File: src/rtl/rv_core_pkg.sv
// Shared RV32I core types and constants for the fetch front end.
package rv_core_pkg;

  localparam int unsigned XLEN    = 32;
  localparam int unsigned ILEN    = 32;
  localparam int unsigned PC_STEP = 4;

  // One buffered fetch result: the address it came from and the raw instruction word.
  typedef struct packed {
    logic [XLEN-1:0] pc;
    logic [ILEN-1:0] instr;
  } fetch_entry_t;

  // Instruction addresses are word aligned; the low two bits are dropped.
  function automatic logic [XLEN-1:0] word_align(input logic [XLEN-1:0] addr);
    return {addr[XLEN-1:2], 2'b00};
  endfunction

endpackage

File: src/rtl/fetch_fifo.sv
// Prefetch FIFO of {pc, instr} entries.
// The head is presented from a register, so it never depends combinationally on pop.
// A flush empties the queue but keeps the head register as-is; only reset clears storage.
module fetch_fifo
  import rv_core_pkg::*;
#(
  parameter int unsigned DEPTH = 2,
  localparam int unsigned CntW = $clog2(DEPTH + 1)
) (
  input  logic            clk_i,
  input  logic            reset_i,
  input  logic            flush_i,
  input  logic            push_i,
  input  fetch_entry_t    push_entry_i,
  input  logic            pop_i,
  output logic [CntW-1:0] count_o,
  output fetch_entry_t    head_o
);

  localparam int unsigned PtrW = (DEPTH > 1) ? $clog2(DEPTH) : 1;

  fetch_entry_t    mem_q [DEPTH];
  fetch_entry_t    mem_d [DEPTH];
  logic [PtrW-1:0] wr_q, wr_d;
  logic [PtrW-1:0] rd_q, rd_d;
  logic [CntW-1:0] count_q, count_d;
  fetch_entry_t    head_q, head_d;

  function automatic logic [PtrW-1:0] ptr_inc(input logic [PtrW-1:0] ptr);
    return (ptr == PtrW'(DEPTH - 1)) ? '0 : ptr + PtrW'(1);
  endfunction

  // Next-state for storage, pointers, occupancy and the registered head view.
  always_comb begin
    mem_d   = mem_q;
    wr_d    = wr_q;
    rd_d    = rd_q;
    count_d = count_q;
    head_d  = head_q;
    if (flush_i) begin
      wr_d    = '0;
      rd_d    = '0;
      count_d = '0;
    end else begin
      if (push_i) begin
        mem_d[wr_q] = push_entry_i;
        wr_d        = ptr_inc(wr_q);
      end
      if (pop_i) begin
        rd_d = ptr_inc(rd_q);
      end
      unique case ({push_i, pop_i})
        2'b10:   count_d = count_q + CntW'(1);
        2'b01:   count_d = count_q - CntW'(1);
        default: count_d = count_q;
      endcase
      // Reading mem_d covers a push into an empty queue becoming the head immediately.
      if (count_d != '0) begin
        head_d = mem_d[rd_d];
      end
    end
  end

  // State registers; reset also wipes the storage and the head view.
  always_ff @(posedge clk_i) begin
    if (reset_i) begin
      for (int i = 0; i < int'(DEPTH); i++) begin
        mem_q[i] <= '0;
      end
      wr_q    <= '0;
      rd_q    <= '0;
      count_q <= '0;
      head_q  <= '0;
    end else begin
      mem_q   <= mem_d;
      wr_q    <= wr_d;
      rd_q    <= rd_d;
      count_q <= count_d;
      head_q  <= head_d;
    end
  end

  assign count_o = count_q;
  assign head_o  = head_q;

endmodule

File: src/rtl/instr_fetch_unit.sv
// RV32I fetch front end: owns the fetch PC, issues word requests to a fixed one-cycle
// instruction memory, buffers responses in a prefetch FIFO and serves decode via valid/ready.
// Execute redirects override everything else in the cycle they arrive.
module instr_fetch_unit
  import rv_core_pkg::*;
#(
  parameter logic [XLEN-1:0] RESET_PC = 32'h0000_0000,
  parameter int unsigned     DEPTH    = 2
) (
  input  logic            clk,
  input  logic            reset,
  output logic            imem_req,
  output logic [XLEN-1:0] imem_addr,
  input  logic [ILEN-1:0] imem_rdata,
  input  logic            redirect_valid,
  input  logic [XLEN-1:0] redirect_pc,
  output logic            if_valid,
  input  logic            if_ready,
  output logic [ILEN-1:0] if_instr,
  output logic [XLEN-1:0] if_pc,
  output logic [XLEN-1:0] if_pc_4
);

  localparam int unsigned CntW = $clog2(DEPTH + 1);
  localparam int unsigned OccW = CntW + 1;

  logic [XLEN-1:0] fetch_pc_q, fetch_pc_d;
  logic [XLEN-1:0] req_pc_q, req_pc_d;
  logic            inflight_q, inflight_d;
  logic            kill_q, kill_d;

  logic [CntW-1:0] count;
  fetch_entry_t    head;
  fetch_entry_t    push_entry;
  logic            pop;
  logic            push;
  logic [OccW-1:0] occ;

  // Head validity comes only from registered occupancy, keeping if_ready out of if_valid.
  assign if_valid = (count != '0);
  assign pop      = if_valid & if_ready;

  // Slots already claimed once this cycle's pop retires; a new request needs one spare.
  assign occ      = OccW'(count) + OccW'(inflight_q) - OccW'(pop);
  assign imem_req = !reset && !redirect_valid && (occ < OccW'(DEPTH));

  assign imem_addr = fetch_pc_q;

  assign push       = inflight_q && !kill_q && !redirect_valid && !reset;
  assign push_entry = '{pc: req_pc_q, instr: imem_rdata};

  // Fetch PC advance, redirect target capture and in-flight tracking.
  always_comb begin
    fetch_pc_d = fetch_pc_q;
    req_pc_d   = req_pc_q;
    inflight_d = imem_req;
    // No request is ever issued in a redirect cycle, so nothing is left to kill afterwards.
    kill_d     = 1'b0;
    if (redirect_valid) begin
      fetch_pc_d = word_align(redirect_pc);
    end else if (imem_req) begin
      req_pc_d   = fetch_pc_q;
      fetch_pc_d = fetch_pc_q + XLEN'(PC_STEP);
    end
  end

  // PC and request-tracking registers; reset restarts fetch at RESET_PC.
  always_ff @(posedge clk) begin
    if (reset) begin
      fetch_pc_q <= RESET_PC;
      req_pc_q   <= RESET_PC;
      inflight_q <= 1'b0;
      kill_q     <= 1'b0;
    end else begin
      fetch_pc_q <= fetch_pc_d;
      req_pc_q   <= req_pc_d;
      inflight_q <= inflight_d;
      kill_q     <= kill_d;
    end
  end

  fetch_fifo #(
    .DEPTH(DEPTH)
  ) u_fetch_fifo (
    .clk_i       (clk),
    .reset_i     (reset),
    .flush_i     (redirect_valid),
    .push_i      (push),
    .push_entry_i(push_entry),
    .pop_i       (pop),
    .count_o     (count),
    .head_o      (head)
  );

  assign if_instr = head.instr;
  assign if_pc    = head.pc;
  assign if_pc_4  = head.pc + XLEN'(PC_STEP);

endmodule

File: config.mk
export PLATFORM = sky130hd
export DESIGN_NAME = instr_fetch_unit
export DESIGN_NICKNAME = d
export VERILOG_FILES = /design/src/rtl/rv_core_pkg.sv /design/src/rtl/fetch_fifo.sv /design/src/rtl/instr_fetch_unit.sv
export SDC_FILE = /design/constraint.sdc
export NUM_CORES = 1
export LEC_CHECK = 0
export BUFFER_PORTS_ARGS = -buffer_cell sky130_fd_sc_hd__buf_2
export CORE_MARGIN = 2
export CORE_UTILIZATION = 60
export CTS_CLUSTER_SIZE = 12
export DETAILED_ROUTE_END_ITERATION = 10
export PLACE_DENSITY = 0.95
export SKIP_CTS_REPAIR_TIMING = 1
export SLEW_MARGIN = 20
export SYNTH_ARGS = -nofsm -noshare
export SYNTH_HDL_FRONTEND = slang
export SYNTH_SLANG_ARGS = --single-unit
File: constraint.sdc
create_clock -name clk -period 5.7 [get_ports clk]
set_input_delay 1.14 -clock clk [delete_from_list [all_inputs] [get_ports clk]]
set_output_delay 1.14 -clock clk [all_outputs]
set_load 0.02 [all_outputs]
==> results of run 1 <==
==> synthesized netlist by cell type, types with 2 or more instances <==
| cell | number | area [um^2] |
|---|---|---|
| a22oi_1 | 15 | 113 |
| o41ai_1 | 62 | 543 |
| o211ai_1 | 2 | 15.0 |
| or4_2 | 2 | 17.5 |
| buf_2 | 34 | 170 |
| and2_1 | 2 | 12.5 |
| and3_1 | 11 | 68.8 |
| o22ai_1 | 11 | 68.8 |
| a31oi_1 | 7 | 43.8 |
| nand4_1 | 14 | 87.6 |
| o21ai_0 | 9 | 45.0 |
| ha_1 | 3 | 37.5 |
| mux2_2 | 2 | 22.5 |
| nor2_1 | 81 | 304 |
| xnor2_1 | 39 | 342 |
| a32oi_1 | 2 | 17.5 |
| buf_4 | 11 | 82.6 |
| nor2b_1 | 19 | 119 |
| nor3b_1 | 7 | 52.6 |
| a21oi_1 | 170 | 851 |
| or3_1 | 3 | 18.8 |
| xor2_1 | 7 | 61.3 |
| nor4_1 | 10 | 62.6 |
| nand3_1 | 25 | 125 |
| inv_1 | 10 | 37.5 |
| clkbuf_1 | 67 | 251 |
| nor3_1 | 133 | 666 |
| nand2b_1 | 3 | 18.8 |
| buf_6 | 5 | 56.3 |
| buf_1 | 3 | 11.3 |
| nand2_1 | 399 | 1500 |
| or2_2 | 4 | 25.0 |
| a311oi_1 | 2 | 17.5 |
| and4_1 | 4 | 35.0 |
| dfxtp_1 | 257 | 5140 |
| nand3b_1 | 4 | 30.0 |
==> sequential cells by signal, indices dropped and copies added (netlist names) <==
signal	count
req_pc_q	30
u_fetch_fifo.head_o	64
u_fetch_fifo.rd_q	1
u_fetch_fifo.count_o	2
u_fetch_fifo.mem_q	128
inflight_q	1
imem_addr	30
u_fetch_fifo.wr_q	1
==> power groups by stage <==
stage	Combinational, mW	Sequential (mW)	Clock (mW)
CTS	0.244	1.87	1.62
detailed placement	0.242	1.91	0
floorplan	0.146	1.91	0
global placement	0.237	1.90	0
finish	0.248	1.87	1.62
global route	0.270	1.87	1.70
==> worst paths after layout <==
check	start	cells past startpoint	end
setup / recovery	reset	11	u_fetch_fifo.head_o[29]$_SDFFE_PP0P_
hold / removal	u_fetch_fifo.head_o[13]$_SDFFE_PP0P_	2	u_fetch_fifo.head_o[13]$_SDFFE_PP0P_
setup reg to reg	u_fetch_fifo.count_o[1]$_SDFF_PP0_	11	imem_addr[16]$_SDFFE_PP0P_
hold reg to reg	u_fetch_fifo.head_o[13]$_SDFFE_PP0P_	2	u_fetch_fifo.head_o[13]$_SDFFE_PP0P_
==> cell usage in the layout (no fill, tap or decap), drive strengths merged, types with 8 or more instances in the layout <==
master,synthesis,routed
nand4,15,15
a21oi,170,170
o21ai,9,9
o22ai,11,11
nor4,11,11
a22oi,15,15
xnor2,39,39
clkbuf,67,39
nor2,83,83
and3,11,11
buf,53,210
inv,11,11
nand2,399,399
dfxtp,257,257
nor3,133,133
nor2b,19,19
o41ai,62,62
xor2,8,8
nand3,26,26
==> kinds of logic (layout without fill, tap and decap cells) <==
kind of cell               Yosys count  after routing  share of synthesized area, %
buffers and inverters              132            260                          5.50
AOI/OAI and AO/OA                  285            285                          15.5
adders and majority gates            4              4                         0.509
muxes                                3              3                         0.288
other                                1              2                        0.0331
DFF                                257            257                          45.5
and+or+nand+nor                    729            729                          28.7
xor gates and xnor gates            48             48                          4.00
==> cell type report <==
class                      instances  area (um^2)  share of cell area [%]
tap                              234          293                    2.26
sequential                       257         5140                    39.6
multi-input combinational       1071         5590                    43.1
inverter                          11         41.3                   0.318
timing repair buffer             210         1120                    8.63
clock buffer                      39          791                    6.09
==> layer usage <==
| metal | wire, um | share of wire [%] | track usage (%) | vias up |
|---|---|---|---|---|
| met2 | 15000 | 47 | 49.4 | 719 |
| met1 | 12600 | 40 | 41.2 | 5235 |
| met5 | 0 | 0 | 0 | - |
| met4 | 979 | 3.1 | 12.6 | 0 |
| met3 | 3140 | 9.9 | 3.75 | 73 |
| li1 | - | - | - | 5244 |
==> worst max-delay path, stage by stage <==
cell      delay [ps]
buf_6            580
nor2_2           180
and2_1           310
inv_2            120
ha_1             280
nor3b_1          190
a211oi_1         830
nor2_4           340
buf_4            330
nand2_1          100
o41ai_1           90
==> metrics by stage <==
step | worst slack (ps) | area [um^2] | utilization, % | hold WS, ps
3_5_place_dp | 1230 | 12200 | 65.4 | 433
3_3_place_gp | 1290 | 12200 | 65.4 | 424
5_1_grt | 1430 | 13000 | 69.9 | 466
2_1_floorplan | 1510 | 11300 | - | 437
6_report | 1560 | 13000 | 69.9 | 449
4_1_cts | 1610 | 12900 | 69.7 | 448
==> results.md, run 1 <==
* Worst vdd ir at 226 uV
* Clock root buffer: clkbuf_16
* Die Area at 20000 um^2
* Worst Tran Pin Value at 1110 ps
* Clock power share at 43.3%
* Status: finished, final reports clean
* GRT Total Usage at 30.4%
* Relative slew slack at 26.1%
* Async SR Flop Fraction at 0%
* Dominant synthesized flop cell: dfxtp_1
* Switching Share at 23.7%
* Psw at 0.884 mW
* Final hold vios at 0
* H-tree levels at 1
* # rows at 50
* Class of the worst hold path: reg -> reg
* Setup tns final at 0 ps
* Total grt overflow at 0
* Fill count at 1396
* CP Launch Type: primary input
* Req. time, crit path at 6060 ps
* Final period util at 72.7%
* Detail Placement HPWL at 18.5 mm
* First-pass GRT wire length at 50.9 mm
* CTS tree: built
* Die Height at 141 um
* Setup slack, reg-to-reg at 2270 ps
* Number of global-route vias before repair at 10400
* Distinct cell type count after synthesis at 56
* Mapped Cells at 1459
* Clock Sinks at 257
* PwrDens at 288 nW/um^2
* YS warnings at 0
* RSZ-0062 raised after global routing: no
* CTS max path bufs at 3
* Die Wd at 141 um
* Number of detailed-route iterations in the first pass at 6
* WS Path Type: in -> reg
* Max cap viols at 0
* CP Capture Type: flop
* Skew final at 12.6 ps
* Final setup viols at 0
* Initial core utilization at 60.9%
* Comb pwr share at 6.6%
* Worst-path maximum fanout at 102
* P_int at 2.85 mW
* Fmax at 241 MHz
* Seq/Total Area, Yosys at 45.5%
* Vias at 11300
* I/O Buffers at 193
* Post-synthesis sequential element count at 257
* Worst-Skew Late Latency at 530 ps
* Lkg Pwr at 4.91 nW
* EDFF count, synth at 0
* Number of non-filler instances in the completed layout at 1822
* Synthesized cell area at 11300 um^2
* WL/cell at 17.4 um
* Num ports at 198
* Core area at 18600 um^2
* Proportion of layout cells with a drive suffix above 1 at 17.1%
* Min cycle time layout at 4140 ps
* Final Max Tran Viols at 0
* Total Routed Length at 31.8 mm
* Synth Area per Inst at 7.76 um^2
* Num CTS Buffers at 26
* DR DRC count at 0
* Ant diodes at 0
* Via/cell ratio at 6.19
* Final #Nets at 1649
* Initial antenna violation count at 0
* Pwr Total at 3.73 mW
* DRT antenna net count at 0
* DR iter-0 viols at 1210
* Dpl cells at 1782
* Layout area overhead at 14.7%
* Clock transition at the registers of the reported paths at 60 ps
* Sequential power share at 50.1%
* Gpl congestion at 0.876
* Largest net degree at the start of global routing at 109
* Worst Path Arrival at 4510 ps
Note: power is estimated with default switching activity, not from simulation.
==> run 2: changes to the inputs <==
--- a/config.mk
+++ b/config.mk
@@ -7,10 +7,10 @@
 export LEC_CHECK = 0
 export BUFFER_PORTS_ARGS = -buffer_cell sky130_fd_sc_hd__buf_2
 export CORE_MARGIN = 2
-export CORE_UTILIZATION = 60
+export CORE_UTILIZATION = 51
 export CTS_CLUSTER_SIZE = 12
 export DETAILED_ROUTE_END_ITERATION = 10
-export PLACE_DENSITY = 0.95
+export PLACE_DENSITY = 0.88
 export SKIP_CTS_REPAIR_TIMING = 1
 export SLEW_MARGIN = 20
 export SYNTH_ARGS = -nofsm -noshare
==> constraint.sdc (replaced) <==
create_clock -name clk -period 3.7 [get_ports clk]
set_input_delay 0.74 -clock clk [delete_from_list [all_inputs] [get_ports clk]]
set_output_delay 0.74 -clock clk [all_outputs]
set_load 0.02 [all_outputs]
==> run 2 against run 1 <==
Combinational power grew 56%. Clock skew is 1.2 ps lower. Critical path depth shrank 3. Routed wire length is 2.5% lower. Sequential cell count is the same. First-iteration DRC count fell by 23%. Cell count is 3.3% higher. Register-to-register slack got worse by 1500 ps. Count of clock-buffer cells in the layout is the same. Hold slack gained 2.8 ps. Power increased by 62%. Sequential share of layout area shrank 0.77 points. Largest cell class unchanged.
==> results.md, run 2 (synthesis results as in run 1) <==
* Vias at 11100 (was 11300)
* Fin util at 60.7% (was 69.9%)
* Worst Path Arrival at 2680 ps (was 4510 ps)
* Number of detailed-route iterations in the first pass at 5 (was 6)
* Worst Tran Pin Value at 904 ps (was 1110 ps)
* Max FFs per register at 128 (unchanged)
* Skew final at 11.4 ps (was 12.6 ps)
* Via/cell ratio at 5.89 (was 6.19)
* Total Routed Length at 31.0 mm (was 31.8 mm)
* RSZ-0062 raised after global routing: no (unchanged)
* FF+latch area at 5150 um^2 (was 5140 um^2)
* Req. time, crit path at 2960 ps (was 6060 ps)
* Proportion of layout cells with a drive suffix above 1 at 17.8% (was 17.1%)
* Clock root buffer: clkbuf_16 (unchanged)
* Relative slew slack at 39.5% (was 26.1%)
* Detail Placement HPWL at 18.5 mm (about the same)
* Worst-path maximum fanout at 8 (was 102)
* Setup tns final at 0 ps (unchanged)
* Final #Nets at 1657 (was 1649)
* Worst vdd ir at 307 uV (was 226 uV)
* PwrDens at 456 nW/um^2 (was 288 nW/um^2)
* First-pass GRT wire length at 50.7 mm (was 50.9 mm)
* CTS max path bufs at 3 (unchanged)
* Final instance area at 13200 um^2 (was 13000 um^2)
* CTS tree: built (unchanged)
* H-tree levels at 1 (unchanged)
* DR DRC count at 0 (unchanged)
* DRT antenna net count at 0 (unchanged)
* Die Height at 153 um (was 141 um)
* Die Wd at 153 um (was 141 um)
* Worst-Skew Late Latency at 530 ps (about the same)
* Most frequent cells in the layout: nand2_1 (396), dfxtp_1 (256), buf_2 (192) (was nand2_1 (396), dfxtp_1 (257), buf_2 (192))
* Number of non-filler instances in the completed layout at 1882 (was 1822)
* I/O Buffers at 193 (unchanged)
* Fill count at 1865 (was 1396)
* Final Max Tran Viols at 0 (unchanged)
* Final setup viols at 0 (unchanged)
* Initial core utilization at 51.8% (was 60.9%)
* GRT Total Usage at 25.4% (was 30.4%)
* Class of the worst hold path: in -> reg (was reg -> reg)
* Lkg Pwr at 5.01 nW (was 4.91 nW)
* Pwr Total at 6.04 mW (was 3.73 mW)
* Status: finished, final reports clean (unchanged)
* Core area at 21800 um^2 (was 18600 um^2)
* Total grt overflow at 0 (unchanged)
* Number of global-route vias before repair at 10200 (was 10400)
* Min cycle time layout at 3420 ps
* Most flop-heavy register: u_fetch_fifo.mem_q (unchanged)
* WS Path Type: reg -> out (was in -> reg)
* Commonest non-fill, non-tap cell in the layout: nand2_1 (unchanged)
* CP Launch Type: flop (was primary input)
* # rows at 54 (was 50)
* Final hold vios at 0 (unchanged)
* Final period util at 92.5%
* Ant diodes at 0 (unchanged)
* Gpl congestion at 0.889 (was 0.876)
* Num CTS Buffers at 28 (was 26)
* DR iter-0 viols at 927 (was 1210)
* Num ports at 198 (unchanged)
* Dpl cells at 1835 (was 1782)
* Footprint of the multi-input gates at 5590 um^2 (about the same)
* CP Capture Type: output pin (was flop)
* Layout area overhead at 17.0% (was 14.7%)
* Largest net degree at the start of global routing at 196 (was 109)
* Fmax at 292 MHz
* Clock Sinks at 257 (unchanged)
* WL/cell at 16.4 um (was 17.4 um)
* Initial antenna violation count at 0 (unchanged)
* Die Area at 23400 um^2 (was 20000 um^2)
* Placed Area at 12300 um^2 (was 12200 um^2)
* Max cap viols at 0 (unchanged)
* Clock transition at the registers of the reported paths at 60 ps (about the same)
==> run 2: cell count changes in the layout (fill, tap and decap cells not counted), sizes merged <==
cell      before  now
clkinv         0    4
bufinv         0    3
buf          210  216
clkinvlp       0    1
==> run 2: stage by stage <==
stage               setup WS, ps  hold WS (ps)
finish                       277           452
global route                88.6           460
CTS                          185           441
detailed placement           419           438
global placement             469           426
floorplan                    305           437
==> run 2: report_power, final <==
| part | internal (mW) | switching, mW | leakage (nW) |
|---|---|---|---|
| Combinational | 0.132 | 0.253 | 2.48 |
| Sequential | 2.81 | 0.0636 | 2.08 |
| Clock | 1.71 | 1.07 | 0.451 |
==> run 2: final cells by class <==
cell class	instances	area share [%]
multi-input cells	1071	42.2
flip-flops and latches	257	38.9
repair buffers	216	9.02
clock buffers	39	6.07
well taps	280	2.65
clock inverters	8	0.888
inverters	11	0.312
==> run 2: worst paths after layout <==
kind,from,end,slack (ps),depth (start not counted)
worst min-delay path,redirect_pc[10],imem_addr[10]$_SDFFE_PP0P_,450,3
worst max register to register,u_fetch_fifo.count_o[0]$_SDFF_PP0_,imem_addr[16]$_SDFFE_PP0P_,760,11
worst max-delay path,u_fetch_fifo.count_o[0]$_SDFF_PP0_,imem_req,280,8
worst min register to register,u_fetch_fifo.head_o[1]$_SDFFE_PP0P_,u_fetch_fifo.head_o[1]$_SDFFE_PP0P_,450,2
==> run 2: critical path, stage by stage (launching register included) <==
cell     delay, ps
dfxtp_1        460
o21a_2         300
nor2b_1        230
o21ai_0        140
fa_1           390
xnor2_1        180
nand3_2        110
inv_1          160
buf_2          190
==> run 2: routing by layer <==
layer,GRT usage [%],share of wire (%),vias up
li1,-,-,5276
met1,34.5,42,5189
met2,41.7,47,547
met3,3.54,8.4,65
met4,8.60,2.8,0
met5,0,0,-
==> run 3: changes to the inputs <==
--- a/config.mk
+++ b/config.mk
@@ -10,6 +10,7 @@
 export CORE_UTILIZATION = 51
 export CTS_CLUSTER_SIZE = 12
 export DETAILED_ROUTE_END_ITERATION = 10
+export GPL_TIMING_DRIVEN = 0
 export PLACE_DENSITY = 0.88
 export SKIP_CTS_REPAIR_TIMING = 1
 export SLEW_MARGIN = 20
==> run 3 against run 2 <==
Combinational power rose by 9.8%. Clock power fell by 10%. Cell count rose by 4.9%. Maximum frequency fell by 9.9%. Critical endpoint unchanged. The flow now finishes with violations (negative setup slack). Clock skew fell by 5.5 ps. First-iteration DRC count rose by 9.4%. Count of clock-buffer cells in the layout fell by 2. Worst setup slack got worse by 370 ps. Sequential share of layout area fell by 0.67 points. Largest cell class unchanged.
==> results.md, run 3 (synthesis results as in run 1) <==
* Total grt overflow at 0 (unchanged)
* Final period util at 103% (was 92.5%)
* I/O Buffers at 192 (was 193)
* Initial antenna violation count at 0 (unchanged)
* WL/cell at 17.7 um (was 16.4 um)
* FF+latch area at 5140 um^2 (was 5150 um^2)
* Footprint of the multi-input gates at 5570 um^2 (was 5590 um^2)
* Fmax at 263 MHz (was 292 MHz)
* CP cell instances: clkbuf_4 > o21a_4 > nor2b_2 > o21ai_0 > fa_1 > xnor2_1 > nand3_2 > inv_2 > buf_6 > buf_8 > clkbuf_4 (was o21a_2 > nor2b_1 > o21ai_0 > fa_1 > xnor2_1 > nand3_2 > inv_1 > buf_2)
* Worst Tran Pin Value at 936 ps (was 904 ps)
* Most frequent cells in the layout: nand2_1 (399), dfxtp_1 (257), buf_2 (221) (was nand2_1 (396), dfxtp_1 (256), buf_2 (192))
* Final setup viols at 1 (was 0)
* Total Routed Length at 34.9 mm (was 31.0 mm)
* DR DRC count at 0 (unchanged)
* Pwr Total at 5.78 mW (was 6.04 mW)
* Relative slew slack at 37.2% (was 39.5%)
* CP Launch Type: flop (unchanged)
* Largest net degree at the start of global routing at 13 (was 196)
* Via/cell ratio at 5.96 (was 5.89)
* Worst Path Buf+Inv at 5 (was 2)
* GRT Total Usage at 28.2% (was 25.4%)
* Num CTS Buffers at 26 (was 28)
* Worst vdd ir at 285 uV (was 307 uV)
* Num ports at 198 (unchanged)
* # rows at 54 (unchanged)
* CTS tree: built (unchanged)
* CP top delay family: buffers and inverters (was flip-flops)
* CP Capture Type: output pin (unchanged)
* Final Max Tran Viols at 0 (unchanged)
* Switching Share at 24.2% (was 22.9%)
* Dpl ws at -333 ps (was 419 ps)
* Status: complete, but fails checks (was finished, final reports clean)
* DR iter-0 viols at 1014 (was 927)
* Clock Sinks at 257 (unchanged)
* Final WS setup at -97.4 ps (was 277 ps)
* Worst Path Arrival at 3060 ps (was 2680 ps)
* Min cycle time layout at 3800 ps (was 3420 ps)
* First-pass GRT wire length at 55.3 mm (was 50.7 mm)
* Class of the worst hold path: reg -> reg (was in -> reg)
* Number of global-route vias before repair at 11100 (was 10200)
* Lkg Pwr at 5.16 nW (was 5.01 nW)
* Fill count at 1817 (was 1865)
* Top cell by count, worst path: clkbuf_4
* Worst-path maximum fanout at 19 (was 8)
* Failing checks: negative setup slack
* Psw at 1.40 mW (was 1.38 mW)
* Gpl congestion at 0.931 (was 0.889)
* Max cap viols at 0 (unchanged)
* WS Path Type: reg -> out (unchanged)
* Worst-Skew Late Latency at 530 ps (about the same)
* Commonest non-fill, non-tap cell in the layout: nand2_1 (unchanged)
* Vias at 11800 (was 11100)
* Clock root buffer: clkbuf_16 (unchanged)
* Most flop-heavy register: u_fetch_fifo.mem_q (unchanged)
* Core area at 21800 um^2 (unchanged)
* CP max stage cell: fa_1 (was dfxtp_1)
* H-tree levels at 1 (unchanged)
* RSZ-0062 raised after global routing: yes (was no)
* Proportion of layout cells with a drive suffix above 1 at 17.8% (about the same)
* Initial core utilization at 51.8% (unchanged)
* CTS max path bufs at 3 (unchanged)
* Die Wd at 153 um (unchanged)
* Req. time, crit path at 2960 ps (about the same)
* Final #Nets at 1755 (was 1657)
* Number of detailed-route iterations in the first pass at 6 (was 5)
* P_int at 4.38 mW (was 4.65 mW)
* Die Height at 153 um (unchanged)
* PwrDens at 429 nW/um^2 (was 456 nW/um^2)
* Final hold vios at 0 (unchanged)
* Skew final at 5.87 ps (was 11.4 ps)
* Clock power share at 42.8% (was 45.9%)
* Layout area overhead at 19.1% (was 17.0%)
* Max FFs per register at 128 (unchanged)
* Clock transition at the registers of the reported paths at 60 ps (about the same)
* Die Area at 23400 um^2 (unchanged)
* Detail Placement HPWL at 23.9 mm (was 18.5 mm)
* Sequential power share at 49.8% (was 47.7%)
* Delay of the slowest critical-path stage at 400 ps (was 460 ps)
* Comb pwr share at 7.3% (was 6.4%)
* DRT antenna net count at 0 (unchanged)
[run 3: metal layers]
layer | up-vias | share of wire (%) | GRT usage, %
met2 | 730 | 47 | 47.0
met3 | 92 | 11 | 5.27
met1 | 5471 | 39 | 36.5
met4 | 0 | 3.3 | 10.8
li1 | 5466 | - | -
met5 | - | 0 | 0
[run 3: path summary, 6_finish.rpt]
path / from / to / slack, ps / depth (start not counted)
max: u_fetch_fifo.count_o[1]$_SDFF_PP0_ / imem_req / -100 / 11
min: u_fetch_fifo.head_o[13]$_SDFFE_PP0P_ / u_fetch_fifo.head_o[13]$_SDFFE_PP0P_ / 450 / 2
max reg2reg: u_fetch_fifo.count_o[1]$_SDFF_PP0_ / u_fetch_fifo.head_o[18]$_SDFFE_PP0P_ / 400 / 9
min reg2reg: u_fetch_fifo.head_o[13]$_SDFFE_PP0P_ / u_fetch_fifo.head_o[13]$_SDFFE_PP0P_ / 450 / 2
[run 3: metrics by stage]
step                area, um^2  TNS (ps)  util [%]  std cells  hold slack, ps
finish                   13500     -97.4      61.7       1974             446
global route             13500      -202      61.7       1973             454
CTS                      13400      -771      61.4       1970             446
detailed placement       12600      -333      57.9       1932             432
global placement         12600      -235      57.9       1932             427
floorplan                11300         0         -       1460             437
[run 3: area by class of cell]
cell class	count	area share, %
inverters	11	0.307
flip-flops and latches	257	38.2
plain buffers	120	4.41
repair buffers	196	7.38
clock inverters	1	0.0372
multi-input cells	1071	41.3
diodes	1	0.0186
clock buffers	37	5.74
well taps	280	2.60
[run 3: power groups by stage]
stage                     logic (mW)  clock network [mW]  registers [mW]
after CTS                      0.414                2.47            2.88
after global routing           0.456                2.59            2.88
after global placement         0.402                   0            2.94
final                          0.424                2.48            2.88
after detailed placement       0.410                   0            2.94
after floorplan                0.225                   0            2.95
[run 3: tightest hold or removal path: cells and delay by family, from the launching register on]
| family | cells | cell delay (ps) |
|---|---|---|
| flops | 1 | 320 |
| compound gates | 1 | 50 |
| simple gates | 1 | 50 |
